## src/rtl/div_seq_pkg.sv

```systemverilog
`timescale 1ns/1ps
`default_nettype none
// +--------------------------------------------------------------------+
// | div_pkg : shared types and constants for the sequential divider    |
// | Rev 1.0                                                            |
// +--------------------------------------------------------------------+
package div_pkg;

    typedef enum logic [1:0] {
        IDLE = 2'd0,
        CALC = 2'd1,
        FIX  = 2'd2,
        DONE = 2'd3
    } div_state_t;

    localparam int                   DIV_WIDTH   = 32;
    localparam int                   DIV_LATENCY = 34;
    localparam logic [DIV_WIDTH-1:0] DIV_ZERO_Q  = 32'hFFFF_FFFF;

endpackage
`default_nettype wire

```

## src/rtl/div_seq_if.sv

```systemverilog
`timescale 1ns/1ps
`default_nettype none
// +--------------------------------------------------------------------+
// | div_seq_if : request/result bundle between controller and divider  |
// | Rev 1.0                                                            |
// +--------------------------------------------------------------------+
interface div_seq_if
    import div_pkg::*;
#(
    parameter int WIDTH = DIV_WIDTH
);
    logic             start;
    logic             is_signed;
    logic [WIDTH-1:0] dividend;
    logic [WIDTH-1:0] divisor;
    logic             busy;
    logic             done;
    logic [WIDTH-1:0] quotient;
    logic [WIDTH-1:0] remainder;
    logic             div_zero;

    modport master (
        output start, is_signed, dividend, divisor,
        input  busy, done, quotient, remainder, div_zero
    );

    modport slave (
        input  start, is_signed, dividend, divisor,
        output busy, done, quotient, remainder, div_zero
    );
endinterface
`default_nettype wire

```

## src/rtl/div_seq_step.sv

```systemverilog
`timescale 1ns/1ps
`default_nettype none
// +--------------------------------------------------------------------+
// | div_step : one restoring-division iteration (shift, trial, restore)|
// | Rev 1.0                                                            |
// +--------------------------------------------------------------------+
module div_step #(
    parameter int WIDTH = 32
) (
    input  wire logic [WIDTH-1:0] i_rem,
    input  wire logic [WIDTH-1:0] i_dvd,
    input  wire logic [WIDTH-1:0] i_dsr,
    output logic      [WIDTH-1:0] o_rem,
    output logic      [WIDTH-1:0] o_dvd
);
    logic [WIDTH:0] w_shift;
    logic [WIDTH:0] w_diff;
    logic           w_qbit;

    // The kept remainder is always below the divisor, so WIDTH bits hold it;
    // only the trial difference needs the extra sign bit.
    always_comb begin
        w_shift = {i_rem, i_dvd[WIDTH-1]};
        w_diff  = w_shift - {1'b0, i_dsr};
        w_qbit  = ~w_diff[WIDTH];
        o_rem   = w_qbit ? w_diff[WIDTH-1:0] : w_shift[WIDTH-1:0];
        o_dvd   = {i_dvd[WIDTH-2:0], w_qbit};
    end
endmodule
`default_nettype wire

```

## src/rtl/div_seq.sv

```systemverilog
`timescale 1ns/1ps
`default_nettype none
// +--------------------------------------------------------------------+
// | div_seq : 32-bit radix-2 restoring divider for DIV/DIVU            |
// | Rev 1.0                                                            |
// +--------------------------------------------------------------------+
module div_seq
    import div_pkg::*;
#(
    parameter int WIDTH = DIV_WIDTH
) (
    input wire logic  clk,
    input wire logic  reset,
    div_seq_if.slave  bus
);
    localparam int                 C_CNT_W    = $clog2(WIDTH);
    localparam logic [C_CNT_W-1:0] C_CNT_LOAD = C_CNT_W'(WIDTH - 1);

    div_state_t         r_state;
    div_state_t         w_next_state;
    logic [C_CNT_W-1:0] r_cnt;
    logic [WIDTH-1:0]   r_rem;
    logic [WIDTH-1:0]   r_dvd;
    logic [WIDTH-1:0]   r_dsr;
    logic [WIDTH-1:0]   r_orig;
    logic               r_q_neg;
    logic               r_r_neg;
    logic               r_zero;
    logic               r_busy;
    logic               r_done;
    logic [WIDTH-1:0]   r_quotient;
    logic [WIDTH-1:0]   r_remainder;
    logic               r_div_zero;

    logic [WIDTH-1:0]   w_rem_step;
    logic [WIDTH-1:0]   w_dvd_step;
    logic               w_a_neg;
    logic               w_b_neg;
    logic [WIDTH-1:0]   w_a_abs;
    logic [WIDTH-1:0]   w_b_abs;
    logic [WIDTH-1:0]   w_q_fix;
    logic [WIDTH-1:0]   w_r_fix;

    div_step #(.WIDTH(WIDTH)) u_step (
        .i_rem (r_rem),
        .i_dvd (r_dvd),
        .i_dsr (r_dsr),
        .o_rem (w_rem_step),
        .o_dvd (w_dvd_step)
    );

    always_ff @(posedge clk) begin
        if (reset) r_state <= IDLE;
        else       r_state <= w_next_state;
    end

    always_comb begin
        w_next_state = r_state;
        unique case (r_state)
            IDLE:    if (bus.start) w_next_state = CALC;
            CALC:    if (r_cnt == '0) w_next_state = FIX;
            FIX:     w_next_state = DONE;
            DONE:    w_next_state = IDLE;
            default: w_next_state = IDLE;
        endcase
    end

    // 0x8000_0000 negates to itself, which is exactly its unsigned magnitude.
    always_comb begin
        w_a_neg = bus.is_signed & bus.dividend[WIDTH-1];
        w_b_neg = bus.is_signed & bus.divisor[WIDTH-1];
        w_a_abs = w_a_neg ? -bus.dividend : bus.dividend;
        w_b_abs = w_b_neg ? -bus.divisor  : bus.divisor;
        w_q_fix = r_zero ? WIDTH'(DIV_ZERO_Q) : (r_q_neg ? -r_dvd : r_dvd);
        w_r_fix = r_zero ? r_orig             : (r_r_neg ? -r_rem : r_rem);
    end

    always_ff @(posedge clk) begin
        if (reset) begin
            r_cnt       <= '0;
            r_rem       <= '0;
            r_dvd       <= '0;
            r_dsr       <= '0;
            r_orig      <= '0;
            r_q_neg     <= 1'b0;
            r_r_neg     <= 1'b0;
            r_zero      <= 1'b0;
            r_busy      <= 1'b0;
            r_done      <= 1'b0;
            r_quotient  <= '0;
            r_remainder <= '0;
            r_div_zero  <= 1'b0;
        end else begin
            r_busy <= (w_next_state != IDLE);
            r_done <= (r_state == DONE);
            unique case (r_state)
                IDLE: begin
                    if (bus.start) begin
                        r_dvd   <= w_a_abs;
                        r_dsr   <= w_b_abs;
                        r_orig  <= bus.dividend;
                        r_q_neg <= w_a_neg ^ w_b_neg;
                        r_r_neg <= w_a_neg;
                        r_zero  <= (bus.divisor == '0);
                        r_rem   <= '0;
                        r_cnt   <= C_CNT_LOAD;
                    end
                end
                CALC: begin
                    r_rem <= w_rem_step;
                    r_dvd <= w_dvd_step;
                    r_cnt <= r_cnt - 1'b1;
                end
                FIX: begin
                    r_quotient  <= w_q_fix;
                    r_remainder <= w_r_fix;
                    r_div_zero  <= r_zero;
                end
                default: ;
            endcase
        end
    end

    assign bus.busy      = r_busy;
    assign bus.done      = r_done;
    assign bus.quotient  = r_quotient;
    assign bus.remainder = r_remainder;
    assign bus.div_zero  = r_div_zero;
endmodule
`default_nettype wire
```

## src/flat_wrapper.sv

```systemverilog
// flat-port wrapper written by rule: the top's interface ports become plain ports
module div_seq_flat import div_pkg::*;
#(
    parameter int WIDTH = DIV_WIDTH
)
  (clk, reset, bus_start, bus_is_signed, bus_dividend, bus_divisor, bus_busy, bus_done, bus_quotient, bus_remainder, bus_div_zero);
  div_seq_if #(.WIDTH(WIDTH)) bus_i ();
  input wire logic clk;
  input wire logic reset;
  input wire logic [$bits(bus_i.start)-1:0] bus_start;
  input wire logic [$bits(bus_i.is_signed)-1:0] bus_is_signed;
  input wire logic [$bits(bus_i.dividend)-1:0] bus_dividend;
  input wire logic [$bits(bus_i.divisor)-1:0] bus_divisor;
  output wire logic [$bits(bus_i.busy)-1:0] bus_busy;
  output wire logic [$bits(bus_i.done)-1:0] bus_done;
  output wire logic [$bits(bus_i.quotient)-1:0] bus_quotient;
  output wire logic [$bits(bus_i.remainder)-1:0] bus_remainder;
  output wire logic [$bits(bus_i.div_zero)-1:0] bus_div_zero;
  assign bus_i.start = bus_start;
  assign bus_i.is_signed = bus_is_signed;
  assign bus_i.dividend = bus_dividend;
  assign bus_i.divisor = bus_divisor;
  assign bus_busy = bus_i.busy;
  assign bus_done = bus_i.done;
  assign bus_quotient = bus_i.quotient;
  assign bus_remainder = bus_i.remainder;
  assign bus_div_zero = bus_i.div_zero;
  div_seq #(.WIDTH(WIDTH)) u_core (.clk(clk), .reset(reset), .bus(bus_i));
endmodule
```

## config.mk

```make
export PLATFORM = sky130hd
export DESIGN_NAME = div_seq_flat
export DESIGN_NICKNAME = d
export VERILOG_FILES = /design/src/rtl/div_seq_pkg.sv /design/src/rtl/div_seq_if.sv /design/src/rtl/div_seq_step.sv /design/src/rtl/div_seq.sv /design/src/flat_wrapper.sv
export SDC_FILE = /design/constraint.sdc
export NUM_CORES = 1
export LEC_CHECK = 0
export ABC_AREA = 1
export CORE_AREA = 8 8 157 159
export CTS_BUF_LIST = sky130_fd_sc_hd__clkbuf_2
export DETAILED_ROUTE_END_ITERATION = 8
export DIE_AREA = 0 0 165 167
export PLACE_DENSITY = 0.88
export SYNTH_ARGS = -nofsm -noshare
export SYNTH_HDL_FRONTEND = slang
export SYNTH_SLANG_ARGS = --single-unit
export TNS_END_PERCENT = 30
```

## constraint.sdc

```tcl
create_clock -name clk -period 4.4 [get_ports clk]
set_clock_uncertainty 0.05 [all_clocks]
set_input_delay 0.44 -clock clk [delete_from_list [all_inputs] [get_ports clk]]
set_output_delay 0.44 -clock clk [all_outputs]
set_load 0.05 [all_outputs]
```

==> flow_metrics.tcl <==
set metrics [dict create \
    status "finished, final reports clean" \
    rows 55 \
    grt_pass1_wl_um 77000 \
    cp-start-kind "flop" \
    grt_use_total 0.346 \
    ys_ff_latch 205 \
    cts-hold-fix-buffers 1 \
    ys_top_cells_by_area "dfxtp_1 29%, nand2_1 15%, inv_1 8.6%, a21oi_1 6.5%, nor2_1 6.0%" \
    p_leak_nw 7.56 \
    yosysTopAreaCell "dfxtp_1" \
    rr_startpoint "u_core.r_dvd[31]" \
    gp_congestion 0.984 \
    hold_class "in -> reg" \
    cts.clk_slew.worst_paths_ps 90 \
    tightest_slew_ps 985 \
    wl_per_cell_um 18.1 \
    via_per_inst 5.91 \
    core-area_um2 22200 \
    clkLatencyLatePin_ps 860 \
    first_pass_iters 8 \
    drive_gt1_frac 0.0757 \
    post-cts-setup-buffers 0 \
    fin_util 0.718 \
    synthesis.nets 2378 \
    maxSlewViolCount 0 \
    htree_levels 2 \
    critPathCapture "u_core.r_rem[18]" \
    rsz0062_at_grt "false" \
    ant_nets 0 \
    drc 0 \
    powerDensity_nw_per_um2 638 \
    clockRootBuffer "clkbuf_2" \
    cp_cell_sequence "inv_1 -> ha_1 -> fa_1 -> inv_1 -> nand2_1 -> nand2_1 -> nand3_1 -> nand2_2 -> nand2_1 -> nand2_2 -> nand2_4 -> nand2_4 -> nand2_4 -> nand2_4 -> nand2_1 -> nand3_1 -> a21oi_1" \
    timing.fmax_mhz 338 \
    avgSynthCellArea_um2 6.18 \
    postSynth.asyncResetShare 0 \
    slew_headroom 0.342 \
    max_stage_delay_ps 380 \
    yosysMostFrequentCell "nand2_1" \
    grt_pass1_vias 15055 \
    syn_inst 2272 \
    arrival_ps 3550 \
    reg2regPathDepth 17 \
    synth_edf_count 0 \
    synth_area_um2 14100 \
    cp_slowest_cell "fa_1" \
    cts_sinks 205 \
    yosys-top-cells-count "567 x nand2_1, 322 x inv_1, 226 x nor2_1" \
    nNetsFinal 2487 \
    synth_top_area_share 0.292 \
    cts_buffers 54 \
    num_vias 15967 \
    setup_violations 0 \
    hold_violations 0 \
    finalCritPeriodShare 0.672 \
    crit_type "reg -> reg" \
    cts_tree "yes" \
    holdWs_ps 183 \
    synthFlopType "dfxtp_1" \
    tns_ps 0 \
    first_iter_violations 2363 \
    drv_cap 0 \
    grt.overflow.total 0 \
    ir_worst_vdd_v 0.000388 \
    die_width_um 165 \
    r2r-end "u_core.r_rem[18]" \
    synth-warning-count 0 \
    ys_types 51 \
    yosysSeqAreaShare 0.292 \
    port_buffers 134 \
    worst-path-max-fanout 26 \
    cts_buffer_depth 3 \
    antenna_found_initial 2 \
    die-area_um2 27600 \
    timing.reg2reg.setup_slack_ps 1440 \
    fin_crit_ps 2960 \
    area_delta_synth_final_pct 13.6 \
    dp_hpwl_um 36700 \
    grt_max_degree 89 \
    die_y_um 167 \
    ioPinCount 135 \
    end_kind "flop" \
    cts_resized 0 \
    wl_um 48800 \
    start_util 0.632 \
    cp.required_ps 4990 \
    startpoint "u_core.r_dvd[31]" \
]
[layer usage]
metal,vias up,part of all wire,GRT usage
li1,7618,-,-
met5,-,0.00027,0
met1,7249,0.41,0.460
met3,180,0.10,0.0545
met4,2,0.045,0.159
met2,918,0.44,0.538
[area by class of cell]
class | count | area, um^2
Antenna cell | 1 | 2.50
Clock buffer | 77 | 385
Clock inverter | 15 | 90.1
Fill cell | 1920 | 6270
Inverter | 338 | 1270
Multi-Input combinational cell | 1634 | 8310
Sequential cell | 205 | 4100
Tap cell | 285 | 357
Timing Repair Buffer | 148 | 1450
[sequential cells by signal (all words and copies together), names as in the netlist]
name	flops
u_core.r_r_neg	1
u_core.bus.remainder	32
u_core.r_dsr	32
u_core.bus.done	1
u_core.r_state	2
u_core.r_orig	32
u_core.r_dvd	32
u_core.bus.busy	1
u_core.r_q_neg	1
u_core.bus.div_zero	1
u_core.r_rem	32
u_core.r_cnt	5
u_core.r_zero	1
u_core.bus.quotient	32
[worst min path at each step]
stage / startpoint / endpoint / slack (ps) / cells after the start
2_1_floorplan: u_core.r_orig[13] / u_core.r_orig[13] / 380 / 2
3_3_place_gp: u_core.r_orig[28] / u_core.r_orig[28] / 390 / 2
3_5_place_dp: u_core.r_orig[13] / u_core.r_orig[13] / 400 / 2
4_1_cts: bus_dividend[3] / u_core.r_orig[3] / 150 / 3
5_1_grt: bus_divisor[0] / u_core.r_dsr[0] / 180 / 3
6_report: bus_dividend[3] / u_core.r_orig[3] / 180 / 3
[layout by cell type, fill, tap and decap left out, types with 10 or more instances in the layout]
master | netlist | routed
clkbuf_2 | 0 | 77
nor3_1 | 27 | 27
o21ai_0 | 141 | 141
xnor2_1 | 17 | 17
ha_1 | 37 | 37
xor2_1 | 44 | 44
dfxtp_1 | 205 | 205
inv_2 | 14 | 16
a21oi_2 | 10 | 10
a31oi_1 | 26 | 26
nand2_2 | 17 | 17
a22oi_1 | 13 | 13
nor2_1 | 226 | 222
nand2_1 | 567 | 567
a21oi_1 | 182 | 182
nand3_1 | 160 | 159
buf_4 | 1 | 14
nand4_1 | 31 | 31
nand3_2 | 20 | 21
o221ai_1 | 14 | 14
a211oi_1 | 17 | 17
nand3b_1 | 10 | 10
inv_1 | 322 | 322
o211ai_1 | 17 | 17
clkdlybuf4s50_1 | 0 | 133
clkinv_1 | 2 | 10
[power by group]
| group | internal [W] | leakage, nW | total (W) | switching (W) |
|---|---|---|---|---|
| sequential | 0.00211 | 1.68 | 0.00241 | 0.000308 |
| clock | 0.000527 | 0.364 | 0.00136 | 0.000829 |
| combinational | 0.00202 | 5.52 | 0.00641 | 0.00439 |
[metrics by stage]
stage	setup slack [ps]	area (um^2)	instances	total power, W
after floorplan	2110	14100	2272	0.00715
after global placement	1500	15500	2609	0.00858
after detailed placement	1470	15500	2609	0.00869
after CTS	1500	16000	2702	0.0100
after global routing	1280	16000	2703	0.0110
final	1440	16000	2703	0.0102
[kinds of logic (layout without fill, tap and decap cells)]
logic type	count (synthesis)	in the layout	share of synthesized area
buf+inv	433	578	0.119
xor+xnor	61	61	0.0380
compound gates	448	448	0.181
fa+ha+maj	38	38	0.0344
simple gates	1087	1087	0.335
other cells	0	1	0
flops	205	205	0.292
[worst max-delay path: cells and delay by family (launching register included)]
kind | cells | cell delay [ps]
simple gates | 12 | 1450
flops | 1 | 370
fa+ha+maj | 2 | 600
buf+inv | 2 | 180
compound gates | 1 | 70
Note: power is estimated with default switching activity, not from simulation.
==> variant: new RTL, config.mk and constraints unchanged <==
The 4 states of `div_state_t` get a one-hot encoding in 4 bits.
--- a/src/rtl/div_seq_pkg.sv
+++ b/src/rtl/div_seq_pkg.sv
@@ -7,9 +7,9 @@
 package div_pkg;
 
-    typedef enum logic [1:0] {
-        IDLE = 2'd0,
-        CALC = 2'd1,
-        FIX  = 2'd2,
-        DONE = 2'd3
+    typedef enum logic [3:0] {
+        IDLE = 4'b0001,
+        CALC = 4'b0010,
+        FIX  = 4'b0100,
+        DONE = 4'b1000
     } div_state_t;
 
Function: no difference found for any inputs over 10 cycles, from zero or initial values and one cycle with reset high; not proved beyond that.
==> variant against the unedited design <==
Utilization hardly changed; design area hardly changed; setup slack worse by 0.014 ns; non-clock buffer count is 1 lower; sequential cell count is 2 higher; wire length is 2.4% lower; worst hold slack worse by 0.013 ns; area after synthesis is 0.39% higher.
Power is not compared: it rests on default switching activity, and its combinational part moved more than twofold at a synthesized area within 25%.
==> variant: results (changes against the unedited design) <==
metric,value,unit,change
grt_start_max_net_pins,90,,+1.1%
cts.repair_timing.setup_buffer_count,0,,unchanged
post_route_cells_drive_above_1_share,7.39,%,-0.19 points
detailroute.via_count,15700,,-1.6%
synth_cell_types,53,,+3.9%
gr-usage-all-layers,33.7,%,-0.86 points
cells_taking_the_most_area_after_synthesis,"dfxtp_1, nand2_1, inv_1",,
worst_ir_drop_vdd,0.206,mV,
synthTopCellsByCount,"nand2_1, inv_1, dfxtp_1",,
detailedRoute.firstIterationViolations,2241,,-5.2%
clk-insertion-delay-late,0.87,ns,
clockRootBuffer,clkbuf_2,,
clk_pin_slew,0.10,ns,
synth_fp_nets,2374,,-0.17%
ys_async_sr_fraction,0,%,unchanged
min-delay-path-class,input port to flip-flop,,
htree_levels,2,,unchanged
port-buffer-count,134,,unchanged
initial_antenna_violation_count,2,,unchanged
filler_cell_count,1879,,-2.1%
synth.yosys.seq_area_share,29.4,%,+0.17 points
worst_pin_slew,1.01,ns,+0.0219 ns
cts_made_buffers,54,,unchanged
synth.most_common_cell,nand2_1,,
synth-main-ff-cell,dfxtp_1,,
cell_internal_pwr,2760,uW,
grt_first_pass_wirelength,75.6,mm,-1.9%
synth_warnings,0,,unchanged
static-leakage-power,0.00769,uW,
number_of_nets_in_the_layout,2486,,-0.040%
max-clock-path-buffers,3,,unchanged
routabilityCongestion,0.978,,-0.55%
syn-instance-count,2267,,-0.22%
critPathMaxFanout,28,,+7.7%
via_count_of_the_first_global_routing_pass,14600,,-3.1%
detailedPlacementHpwl,36.0,mm,-2.0%
first_pass_iters,7,,-1
grt.overflow.total,0,,unchanged
run_status,finished clean,,
wirelength,47.6,mm,-2.4%
cts_repair_resize_count,0,,unchanged
worst_ep_arrival_time,3.52,ns,-0.03 ns
[variant: changes by cell type after synthesis, sizes merged, moves of 8 or more]
| cell | unedited run | this run |
|---|---|---|
| nand3 | 181 | 173 |
| a31oi | 26 | 18 |
| buf | 26 | 37 |
| clkbuf | 69 | 54 |
| inv | 336 | 351 |
| nor2 | 232 | 204 |
| o21ai | 147 | 127 |
| nand2 | 588 | 606 |
| o22ai | 7 | 20 |
| a22oi | 13 | 1 |
| a211oi | 17 | 9 |
| o211ai | 17 | 26 |
[variant: power by group through the flow]
stage	Combinational [uW]	Clock [uW]	Sequential, uW
3_3_place_gp	1040	0	2060
4_1_cts	1060	1260	2020
6_report	1090	1260	2030
2_1_floorplan	734	0	2040
5_1_grt	1200	1360	2030
3_5_place_dp	1060	0	2060
[variant: layer usage]
layer  routed length, microns  global-route usage [%]  vias up
li1                         -                       -     7564
met1                    19800                    46.1     7093
met2                    20900                    51.1      908
met3                     5130                    6.63      148
met4                     1770                    13.2        2
met5                       13                       0        -
[variant: cell families after synthesis]
family / Yosys count / synth area share [%]
AOI/OAI and AO/OA: 438 / 18.0
xor gates and xnor gates: 68 / 4.22
adders and majority gates: 39 / 3.51
buffers and inverters: 446 / 12.3
DFF: 207 / 29.4
and+or+nand+nor: 1069 / 32.6
[variant: worst paths after layout]
kind / from / end / slack [ns] / cells past startpoint
worst min-delay path: bus_divisor[31] / u_core.r_dsr[31] / 0.17 / 3
worst min register to register: u_core.r_state[2] / u_core.bus.done / 0.38 / 1
worst max register to register: u_core.r_dvd[31] / u_core.r_rem[18] / 1.43 / 17
worst max-delay path: u_core.r_dvd[31] / u_core.r_rem[18] / 1.43 / 17
[variant: per-stage QoR]
stage                     cells  utilization, %  hold WS [ns]  cell area, sq um  setup WS [ns]
after floorplan            2267               -         0.347             14100           2.09
after global placement     2608            69.9         0.370             15500           1.36
after detailed placement   2608            69.9         0.370             15500           1.37
after CTS                  2695            71.8         0.133             16000           1.49
after global routing       2696            71.8         0.133             16000           1.19
final                      2696            71.8         0.170             16000           1.43
[variant: final cells by class]
| class | instances | share of cell area, % |
|---|---|---|
| clock buffers | 75 | 2.35 |
| clock inverters | 12 | 0.321 |
| inverters | 355 | 8.35 |
| repair buffers | 147 | 9.08 |
| well taps | 285 | 2.23 |
| multi-input cells | 1614 | 51.7 |
| flip-flops and latches | 207 | 26.0 |
| diodes | 1 | 0.0157 |
[variant: critical path, stage by stage (launching register included)]
cell     delay [ns]
dfxtp_1        0.35
inv_1          0.12
ha_1           0.23
fa_1           0.41
inv_1          0.14
nand2_1        0.06
nand2_1        0.09
nand3_1        0.09
nand2_2        0.11
nand2_2        0.06
nand2_2        0.09
nand2_4        0.08
nand2_2        0.09
nand2_4        0.21
nand2_8        0.27
nand2_1        0.09
nand3_1        0.10
a21oi_2        0.06
